### config.mk
export PLATFORM = sky130hd
export DESIGN_NAME = spikey_spi_target
export DESIGN_NICKNAME = d
export VERILOG_FILES = /design/src/rtl/spikey_spi_pkg.sv /design/src/rtl/spikey_spi_sync.sv /design/src/rtl/spikey_spi_target.sv
export SDC_FILE = /design/constraint.sdc
export NUM_CORES = 1
export LEC_CHECK = 0
export CAP_MARGIN = 10
export CORE_ASPECT_RATIO = 1.1
export CORE_MARGIN = 4
export CORE_UTILIZATION = 48
export DETAILED_ROUTE_END_ITERATION = 7
export PLACE_DENSITY = 0.74
export SLEW_MARGIN = 10
export SYNTH_ARGS = -nofsm -noshare
export SYNTH_HDL_FRONTEND = slang
export SYNTH_HIERARCHICAL = 1
export SYNTH_SLANG_ARGS = --single-unit
export TNS_END_PERCENT = 20
### constraint.sdc
create_clock -name FCLK -period 1.7 [get_ports FCLK]
set_input_delay 0.34 -clock FCLK [delete_from_list [all_inputs] [get_ports FCLK]]
set_output_delay 0.34 -clock FCLK [all_outputs]
set_load 0.05 [all_outputs]
### src/rtl/spikey_spi_pkg.sv
// spikey_spi_pkg: shared FSM states and defaults for the SPI target
package spikey_spi_pkg;
  localparam int DATA_W_DEF = 8;
  localparam int SPI_MODE = 0;
  typedef enum logic {IDLE, SHIFT} state_t;
endpackage

### src/rtl/spikey_spi_sync.sv
// spikey_spi_sync: multi-flop synchronizer with rise/fall detect on the synced value
module spikey_spi_sync #(
  parameter int   STAGES  = 2,
  parameter logic RST_VAL = 1'b0
) (
  input  logic FCLK,
  input  logic RST_N,
  input  logic d,
  output logic q,
  output logic rise,
  output logic fall
);
  logic [STAGES:0] sh;
  always_ff @(posedge FCLK or negedge RST_N)
    if (!RST_N) sh <= {(STAGES+1){RST_VAL}};
    else sh <= {sh[STAGES-1:0], d};
  assign q    = sh[STAGES-1];
  assign rise = q & ~sh[STAGES];
  assign fall = ~q & sh[STAGES];
endmodule

### src/rtl/spikey_spi_target.sv
// spikey_spi_target: SPI mode-0 target with one-entry tx buffer and rx word output
module spikey_spi_target
  import spikey_spi_pkg::*;
#(
  parameter int DATA_W      = DATA_W_DEF,
  parameter int SYNC_STAGES = 2
) (
  input  logic              FCLK,
  input  logic              RST_N,
  input  logic              SCLK,
  input  logic              CS_N,
  input  logic              MOSI,
  output logic              MISO,
  output logic              MISO_OE,
  input  logic [DATA_W-1:0] tx_data,
  input  logic              tx_valid,
  output logic              tx_ready,
  output logic [DATA_W-1:0] rx_data,
  output logic              rx_valid,
  output logic              tx_underrun,
  output logic              frame_err
);
  localparam int CW = $clog2(DATA_W);
  localparam logic [CW-1:0] LAST = CW'(DATA_W - 1);
  state_t state, state_nx;
  logic sclk_q, sclk_rise, sclk_fall, cs_q, cs_rise, cs_fall, mosi, mosi_rise, mosi_fall;
  logic [CW-1:0] bit_cnt;
  logic [DATA_W-1:0] rx_shift, tx_shift, tx_buf;
  logic tx_full, reload;
  logic unused_sync;
  spikey_spi_sync #(.STAGES(SYNC_STAGES), .RST_VAL(1'b0)) u_sclk (
    .FCLK(FCLK), .RST_N(RST_N), .d(SCLK), .q(sclk_q), .rise(sclk_rise), .fall(sclk_fall));
  spikey_spi_sync #(.STAGES(SYNC_STAGES), .RST_VAL(1'b1)) u_cs (
    .FCLK(FCLK), .RST_N(RST_N), .d(CS_N), .q(cs_q), .rise(cs_rise), .fall(cs_fall));
  spikey_spi_sync #(.STAGES(SYNC_STAGES), .RST_VAL(1'b0)) u_mosi (
    .FCLK(FCLK), .RST_N(RST_N), .d(MOSI), .q(mosi), .rise(mosi_rise), .fall(mosi_fall));
  assign unused_sync = ^{sclk_q, cs_q, mosi_rise, mosi_fall};
  always_ff @(posedge FCLK or negedge RST_N)
    if (!RST_N) state <= IDLE;
    else state <= state_nx;
  always_comb begin
    state_nx = cs_fall ? SHIFT : cs_rise ? IDLE : state;
  end
  logic shifting, rx_edge, wrap, load;
  assign shifting = state == SHIFT;
  assign rx_edge  = shifting & sclk_rise;
  assign wrap     = rx_edge & (bit_cnt == LAST);
  // the falling edge right after a wrap starts the next word instead of shifting
  assign load     = cs_fall | (shifting & sclk_fall & reload);
  assign MISO     = tx_shift[DATA_W-1];
  assign MISO_OE  = shifting;
  assign tx_ready = ~tx_full;
  always_ff @(posedge FCLK or negedge RST_N)
    if (!RST_N) begin
      bit_cnt     <= '0;
      rx_shift    <= '0;
      rx_data     <= '0;
      rx_valid    <= 1'b0;
      frame_err   <= 1'b0;
      tx_underrun <= 1'b0;
      tx_shift    <= '0;
      tx_buf      <= '0;
      tx_full     <= 1'b0;
      reload      <= 1'b0;
    end else begin
      rx_valid    <= wrap;
      frame_err   <= shifting & cs_rise & (bit_cnt != '0);
      tx_underrun <= load & ~tx_full & ~tx_valid;
      if (shifting & cs_rise) begin
        bit_cnt <= '0;
        reload  <= 1'b0;
      end else if (rx_edge) begin
        rx_shift <= {rx_shift[DATA_W-2:0], mosi};
        bit_cnt  <= wrap ? '0 : bit_cnt + 1'b1;
        if (wrap) begin
          rx_data <= {rx_shift[DATA_W-2:0], mosi};
          reload  <= 1'b1;
        end
      end
      if (load) begin
        tx_shift <= tx_full ? tx_buf : tx_valid ? tx_data : '0;
        tx_full  <= 1'b0;
        reload   <= 1'b0;
      end else begin
        if (shifting & sclk_fall) tx_shift <= tx_shift << 1;
        if (tx_valid & ~tx_full) begin
          tx_buf  <= tx_data;
          tx_full <= 1'b1;
        end
      end
    end
endmodule

**After elaboration in Yosys (flattened, before gate mapping)**

Index checks and enable logic that the tools add are counted.

- Bits in registers: 48
- Output and inout port bits: 14
- Input bits: 14
- Word-level logic and storage cells: 64

- Reductions and logical operators: 11
- Bitwise gates (word level): 22
- Equal/unequal tests: 1
- $add $sub $neg: 1
- Mux-type cells: 15

Operator list:

| operator | count |
|---|---|
| 8-bit two-way mux | 4 |
| 1-bit bitwise AND | 13 |
| 3-bit two-way mux | 3 |
| 3-bit nonzero test | 3 |
| 1-bit two-way mux | 8 |
| 1-bit inverter | 8 |
| 2-bit nonzero test | 4 |
| 2-bit AND reduction | 3 |
| 3-bit by 1-bit adder with 3-bit output, second input constant | 1 |
| 3-bit == test, second input constant | 1 |
| 3-bit AND reduction | 1 |
| 1-bit OR | 1 |

**Logic depth before layout (Yosys ltp)**

Gate-level depths: netlist (run 1).

- Word-level depth: 8
- Gate-level depth with buffers: 5
- Mapped depth without buffers: 5

**Cells and area by module**

The synthesis (run 1) kept the hierarchy.

By module, submodules not included:

| module | seq. area each (um2) | cells each | area an instance (um2) | times used |
|---|---|---|---|---|
| spikey_spi_target | 1,001.0 | 131 | 1,737.9 | 1 |
| spikey_spi_sync (u_mosi ...) | 75.1 | 5 | 90.1 | 2 |
| spikey_spi_sync (u_cs) | 78.8 | 5 | 93.8 | 1 |

**Least setup slack after synthesis (run 1)**

Ideal clock, no wire load.

- Kind: reg2reg
- From: register state, in the netlist MISO_OE
- To: register rx_data[0]
- Setup time: 125 ps
- Arrival time: 1,522 ps
- Stages on the path, launching flop included: 6
- Path slack: 53 ps
- Period minus slack after synthesis: 1,647 ps
- Cell sequence: dfrtp_1 -> buf_6 -> and3b_1 -> buf_6 -> nand2_8 -> mux2_4

- Longest elaborated chain between the ends: 3

RTL lines:

| what | line | text |
|---|---|---|
| from (decl) | spikey_spi_target.sv:25 | `state_t state, state_nx;` |
| from (signal assigned) | spikey_spi_target.sv:40 | `else state <= state_nx;` |
| 1-bit bitwise AND, on equally long branches | spikey_spi_target.sv:46, spikey_spi_target.sv:69 |  |
| 1-bit bitwise AND or 1-bit inverter (tied branches) | - |  |
| 3-bit AND reduction (no source line) (*) | - |  |
| to (signal assigned) | spikey_spi_target.sv:76 | `rx_data <= {rx_shift[DATA_W-2:0], mosi};` |
| to (decl) | spikey_spi_target.sv:18 | `output logic [DATA_W-1:0] rx_data,` |

Every way passes the cells marked *; elsewhere a longest branch is shown, timed or not.
A chain may end at the register's enable or synchronous reset.

**Final worst setup path (run 1)**

- From: register u_cs.sh[1]
- To: register rx_shift[6]

- Longest elaborated chain between the ends: 4

RTL lines:

| what | line | text |
|---|---|---|
| from (decl) | spikey_spi_sync.sv:13 | `logic [STAGES:0] sh;` |
| from (signal assigned) | spikey_spi_sync.sv:15 | `if (!RST_N) sh <= {(STAGES+1){RST_VAL}};` |
| from (signal assigned) | spikey_spi_sync.sv:16 | `else sh <= {sh[STAGES-1:0], d};` |
| 1-bit bitwise AND | spikey_spi_sync.sv:18 | `assign rise = q & ~sh[STAGES];` |
| via cs_rise | spikey_spi_target.sv:26 | `logic sclk_q, sclk_rise, sclk_fall, cs_q, cs_rise, cs_fall, mosi, mosi_rise, mosi_fall;` |
| 1-bit bitwise AND | spikey_spi_target.sv:69 | `if (shifting & cs_rise) begin` |
| 1-bit inverter (no source line) | - |  |
| 2-bit AND reduction (no source line) | - |  |
| to (signal assigned) | spikey_spi_target.sv:73 | `rx_shift <= {rx_shift[DATA_W-2:0], mosi};` |
| to (decl) | spikey_spi_target.sv:28 | `logic [DATA_W-1:0] rx_shift, tx_shift, tx_buf;` |

The timed path passes the listed nets, and every way through them passes these cells.

==> results.md, run 1 <==
- CP max FO: 7
- Slew margin rel.: around 76%
- Die width: 69.1 µm
- Syn_area_per_cell: 13.8 µm²
- R2R Setup Slk: 0.10 ns
- Final ANT Viol Nets: 0
- Final hold slack: 0.356 ns
- # diodes: 0
- CTS Root Cell: clkbuf_8
- Number of antenna violations at the first check in global routing: 0
- Critical R2R Capture: rx_shift[6]
- GRT Total Usage: 14.7%
- Post-CTS Setup Bufs: 0
- CTS tree: done
- Worst-Skew Late Latency: 0.29 ns
- CP max stage delay: 0.54 ns
- Final Setup Violations: 0
- Worst-path cell chain: nor2b_1 > and3b_2 > buf_4 > mux2_2
- Commonest non-fill, non-tap cell in the layout: dfrtp_1
- CP bufs+invs: 1
- Worst hold path depth: 0
- Die area: 5200 µm²
- # Max-Cap Violations: 0
- Worst min path class: reg2reg
- Clk_skew: 0.00582 ns
- H-tree depth: 2
- Placer Congestion: between 0.8 and 0.9
- Tmin final: between 1.5 and 2 ns
- Dpl hpwl: 2.59 mm
- WL/cell: 14.4 µm
- GRT overflow: 0
- DR vias/cell: 5.10
- Critical path launch point: u_cs/sh[1]
- Initial Utilization: 49.7%
- Run status: completed
- Pin count of the biggest net entering global routing: 22
- Worst reg2reg path depth: 4
- DRC viols: 0
- Via count of the first global-routing pass: 1337
- Area Growth Syn to Fin: 22.3%
- # clock sinks: 48
- Register area: 1200 µm²
- Highest Clock Rate: 625 MHz
- Drt total wl: 3.36 mm
- Core Region: 3960 µm²
- Critical path arrival: 1.78 ns
- Nets@finish: ~200
- CP Launch Type: register
- Pwr Density: 1060 nW/µm²
- Port Buffers: 27
- Most frequent cells in the layout: 45 x dfrtp_1, 21 x buf_4, 15 x mux2_2, 12 x clkdlybuf4s50_1, 10 x nand2_1
- Footprint of the multi-input gates: 706 µm²
- Fillers: 345
- Num CTS Buffers: 5
- Fin Setup TNS: 0 ns
- Die height: between 70 and 80 µm
- CP endpoint kind: register
- Share of cells above drive strength 1: between 30% and 40%
- WP data required: 1.88 ns
- DR pass1 iterations: 4
- Warnings, synthesis: 6
- Final Hold Fails: 0
- DRT iter0 DRCs: between 50 and 60
- Syn Inst Count: 143
- Post-Syn Nets: 160
- Tcrit/Tclk final: 94.1%
- Worst r2r src: u_cs/sh[1]
- RSZ-0062 raised after global routing: false
- Worst IR Drop VDD: 0.729 mV
- I/O Pins: 28
- First-pass GRT wire length: 5.95 mm
- Worst-margin pin slew: ~0.36 ns
- Setup crit end: rx_shift[6]
- Cell area after synthesis: ~2000 µm²
- Clock transition at the registers of the reported paths: 0.08 ns
- Std-Cell Rows: 24
- Crit-path slowest cell: dfstp_2
- Clock Tree Buf Depth: 2
- Vias: 1194
- CP Depth: 4
- Delay-heaviest family, CP: flip-flops
- Total Power: 2550 µW
- Crit Path Class: reg2reg
- Final Max Slew Viols: 0
- Lkg Pwr: roughly 0.0011 µW
==> layer usage <==
layer / vias to the layer above / GRT usage, % / share of wire, %
li1: 579 / - / -
met1: 582 / 16.5 / 43
met2: 28 / 27.0 / 51
met3: 5 / 2.80 / 3.9
met4: 0 / 8.03 / 2.0
met5: - / 0 / 0
==> sequential cells by signal, summed over array words and instances (netlist names) <==
signal       cells
reload           1
tx_full          1
rx_data          8
rx_valid         1
rx_shift         7
u_cs/sh          3
bit_cnt          3
u_mosi/sh        2
frame_err        1
tx_buf           8
u_sclk/sh        3
MISO_OE          1
tx_shift         8
tx_underrun      1
==> worst min-delay path by stage <==
stage	end	from	slack [ns]
global route	u_cs/sh[1]	u_cs/sh[0]	0.37
finish	u_sclk/sh[1]	u_sclk/sh[0]	0.36
floorplan	MISO_OE	RST_N	0.04
CTS	u_sclk/sh[1]	u_sclk/sh[0]	0.36
detailed placement	tx_full	RST_N	0.27
global placement	frame_err	RST_N	0.27
==> worst reg2reg max path, delay by kind of cell, from the launching register on <==
kind,cells,cell delay [ns]
muxes,1,0.27
DFF,1,0.54
buffers and inverters,1,0.19
and+or+nand+nor,2,0.49
==> through the flow <==
| step | cell area (µm²) | utilization, % | instances | setup WS (ns) |
|---|---|---|---|---|
| floorplan | 1970 | - | 143 | 0.0529 |
| global placement | 2320 | 58.5 | 225 | 0.0599 |
| detailed placement | 2320 | 58.5 | 225 | 0.0318 |
| global route | 2410 | 60.9 | 234 | 0.0635 |
| finish | 2410 | 60.9 | 234 | 0.101 |
| CTS | 2410 | 60.8 | 234 | 0.0477 |
==> final cells by class <==
cell class                 count  share of cell area (%)
inverter                       6                   0.934
multi-input combinational     83                    29.3
tap                           52                    2.70
timing repair buffer          37                    13.8
clock inverter                 1                   0.207
clock buffer                   7                    3.16
sequential                    48                    49.9
==> report_power, final <==
| part | switching, µW | internal [µW] | leakage (µW) |
|---|---|---|---|
| logic | 218 | 242 | 0.000488 |
| registers | 127 | 1340 | 0.000602 |
| clock network | 340 | 289 | 0.0000422 |
| total | 685 | 1870 | 0.00113 |
==> repair_timing <==
item / CTS / global route
endpoints found under the setup margin: 0 / 7
endpoints found under the hold margin: 12 / 0
gates resized for setup: 0 / 1
hold buffers: 1 / 0
Power figures use the tool's default switching activity.
==> inputs of run 2 (changes only) <==
--- a/config.mk
+++ b/config.mk
@@ -5,12 +5,11 @@
 export SDC_FILE = /design/constraint.sdc
 export NUM_CORES = 1
 export LEC_CHECK = 0
-export CAP_MARGIN = 10
+export CAP_MARGIN = 5
 export CORE_ASPECT_RATIO = 1.1
 export CORE_MARGIN = 4
-export CORE_UTILIZATION = 48
+export CORE_UTILIZATION = 40
 export DETAILED_ROUTE_END_ITERATION = 7
-export PLACE_DENSITY = 0.74
 export SLEW_MARGIN = 10
 export SYNTH_ARGS = -nofsm -noshare
 export SYNTH_HDL_FRONTEND = slang
==> results.md, run 2 (synthesized netlist as in run 1, its figures left out) <==
- Run status: completed (unchanged)
- Area Growth Syn to Fin: 25.5% (was 22.3%)
- Final Max Slew Viols: 0 (unchanged)
- CTS tree: done (unchanged)
- First-pass GRT wire length: 6.04 mm (was 5.95 mm)
- GRT overflow: 0 (unchanged)
- Most frequent cells in the layout: 45 x dfrtp_1, 20 x buf_4, 15 x mux2_2, 12 x clkdlybuf4s50_1, 10 x nand2_1 (was 45 x dfrtp_1, 21 x buf_4, 15 x mux2_2, 12 x clkdlybuf4s50_1, 10 x nand2_1)
- Port Buffers: 27 (unchanged)
- DR pass1 iterations: 4 (unchanged)
- WL/cell: 14.9 µm (was 14.4 µm)
- Worst r2r src: u_cs/sh[1] (unchanged)
- Std-Cell Rows: 26 (was 24)
- I/O Pins: 28 (unchanged)
- Crit Path Class: reg2reg (unchanged)
- Biggest regs: rx_data x8, tx_buf x8, tx_shift x8 (unchanged)
- Slew margin rel.: 71.2% (was 75.8%)
- Dpl hpwl: 2.53 mm (was 2.59 mm)
- Worst-path cell chain: and2b_2 > a31oi_4 > nand2_2 > mux2_2 (was nor2b_1 > and3b_2 > buf_4 > mux2_2)
- Worst-margin pin slew: 0.432 ns (was 0.359 ns)
- Initial Utilization: 41.8% (was 49.7%)
- GRT Total Usage: 13.1% (was 14.7%)
- Placer Congestion: 0.758 (was 0.802)
- Final Hold Fails: 0 (unchanged)
- Commonest non-fill, non-tap cell in the layout: dfrtp_1 (unchanged)
- Tcrit/Tclk final: 92.7% (was 94.1%)
- Nets@finish: 198 (unchanged)
- Post-CTS Setup Bufs: 0 (unchanged)
- Critical path arrival: 1.76 ns (was 1.78 ns)
- Critical R2R Capture: tx_buf[5] (was rx_shift[6])
- RSZ-0062 raised after global routing: false (unchanged)
- Clock Tree Buf Depth: 2 (unchanged)
- Met3 Usage GRT: 4.16% (was 2.80%)
- Final WS setup: 0.124 ns (was 0.101 ns)
- Final Setup Violations: 0 (unchanged)
- Min-delay src: u_mosi/sh[0] (was u_sclk/sh[0])
- CP endpoint kind: register (unchanged)
- Worst hold path depth: 0 (unchanged)
- DRC viols: 0 (unchanged)
- CP Launch Type: register (unchanged)
- Highest Clock Rate: 634 MHz (was 625 MHz)
- CTS Root Cell: clkbuf_8 (unchanged)
- Die area: 6120 µm² (was 5200 µm²)
- DRT iter0 DRCs: 73 (was 52)
- Clk_skew: 0.00401 ns (was 0.00582 ns)
- Clock transition at the registers of the reported paths: 0.08 ns (about the same)
- Core Util, Final: 52.5% (was 60.9%)
- Final ANT Viol Nets: 0 (unchanged)
- Worst min path class: reg2reg (unchanged)
- CP max stage delay: 0.54 ns (about the same)
- Number of antenna violations at the first check in global routing: 0 (unchanged)
- Share of cells above drive strength 1: 37.4% (was 36.3%)
- # diodes: 0 (unchanged)
- Lkg Pwr: 0.00116 µW (was 0.00113 µW)
- Vias: 1223 (was 1194)
- Pin count of the biggest net entering global routing: 32 (was 22)
- Fin Setup TNS: 0 ns (unchanged)
- Global-route met1 utilization: 15.3% (was 16.5%)
- Die width: 74.9 µm (was 69.1 µm)
- # Max-Cap Violations: 0 (unchanged)
- Drt total wl: 3.55 mm (was 3.36 mm)
- Worst IR Drop VDD: 0.573 mV (was 0.729 mV)
- R2R Setup Slk: 0.12 ns (was 0.10 ns)
- Core Region: 4720 µm² (was 3960 µm²)
- # clock sinks: 48 (unchanged)
- Via count of the first global-routing pass: 1328 (was 1337)
- Num CTS Buffers: 5 (unchanged)
- H-tree depth: 2 (unchanged)
- DR vias/cell: 5.14 (was 5.10)
- Busiest layer in global routing: met2 (unchanged)
- WHS Endpoint: u_mosi/sh[1] (was u_sclk/sh[1])
- CP max FO: 8 (was 7)
- Total Power: 2800 µW (was 2550 µW)
- GR Util met2: 22.4% (was 27.0%)
- Worst-Skew Late Latency: 0.29 ns (about the same)
- Worst reg2reg path depth: 4 (unchanged)
- WP data required: 1.88 ns (about the same)
- Placement Setup Slack: 0.00103 ns (was 0.0318 ns)
- Crit-path slowest cell: dfstp_2 (unchanged)
- Pwr Density: 1130 nW/µm² (was 1060 nW/µm²)
- Tmin final: 1.58 ns (was 1.60 ns)
- Die height: 81.6 µm (was 75.2 µm)
-- run 2: worst max-delay path by stage --
stage | start | endpoint
5_1_grt | u_cs/sh[1] | tx_buf[5]
3_5_place_dp | tx_valid | tx_shift[5]
2_1_floorplan | MISO_OE | rx_data[0]
4_1_cts | u_cs/sh[2] | rx_shift[3]
6_report | u_cs/sh[1] | tx_buf[5]
3_3_place_gp | tx_valid | tx_shift[6]
-- run 2: critical path, delay by kind of cell (launching register included) --
kind               cells  cell delay, ns
AOI/OAI and AO/OA      1            0.18
muxes                  1            0.32
DFF                    1            0.54
and+or+nand+nor        2            0.43
-- run 2: what timing repair did --
| item | 4_1_cts | 5_1_grt |
|---|---|---|
| resized for setup | 0 | 1 |
| hold endpoints to repair | 17 | 0 |
| hold buffers | 1 | 0 |
| endpoints found under the setup margin | 0 | 7 |
-- run 2: per-stage QoR --
stage,hold slack [ns],instance area [µm²],std cells
after floorplan,0.0444,1970,143
after global placement,0.283,2340,229
after detailed placement,0.302,2340,229
after global routing,0.371,2470,238
final,0.357,2470,238
after CTS,0.361,2470,238
-- run 2: metal layers --
| metal | vias up | wire length, µm |
|---|---|---|
| met5 | - | 0 |
| met4 | 0 | 26 |
| met3 | 4 | 208 |
| met2 | 36 | 1720 |
| met1 | 602 | 1590 |
| li1 | 581 | - |
-- run 2: cell type report --
class | count | area, µm²
Inverter | 6 | 22.5
Multi-Input combinational cell | 83 | 706
Fill cell | 400 | 2240
Timing Repair Buffer | 37 | 345
Clock inverter | 1 | 30.0
Sequential cell | 48 | 1200
Tap cell | 56 | 70.1
Clock buffer | 7 | 96.3
-- run 2: power by group --
part           leakage (µW)  internal [µW]  switching (µW)
clock             0.0000645            519             353
combinational      0.000493            244             221
sequential         0.000602           1340             127
==> inputs of run 3 (changes only) <==
--- a/config.mk
+++ b/config.mk
@@ -5,7 +5,6 @@
 export SDC_FILE = /design/constraint.sdc
 export NUM_CORES = 1
 export LEC_CHECK = 0
-export CAP_MARGIN = 5
 export CORE_ASPECT_RATIO = 1.1
 export CORE_MARGIN = 4
 export CORE_UTILIZATION = 40
==> results of run 3 <==
No change in the layout: final DEF, timing and power equal those of run 2.
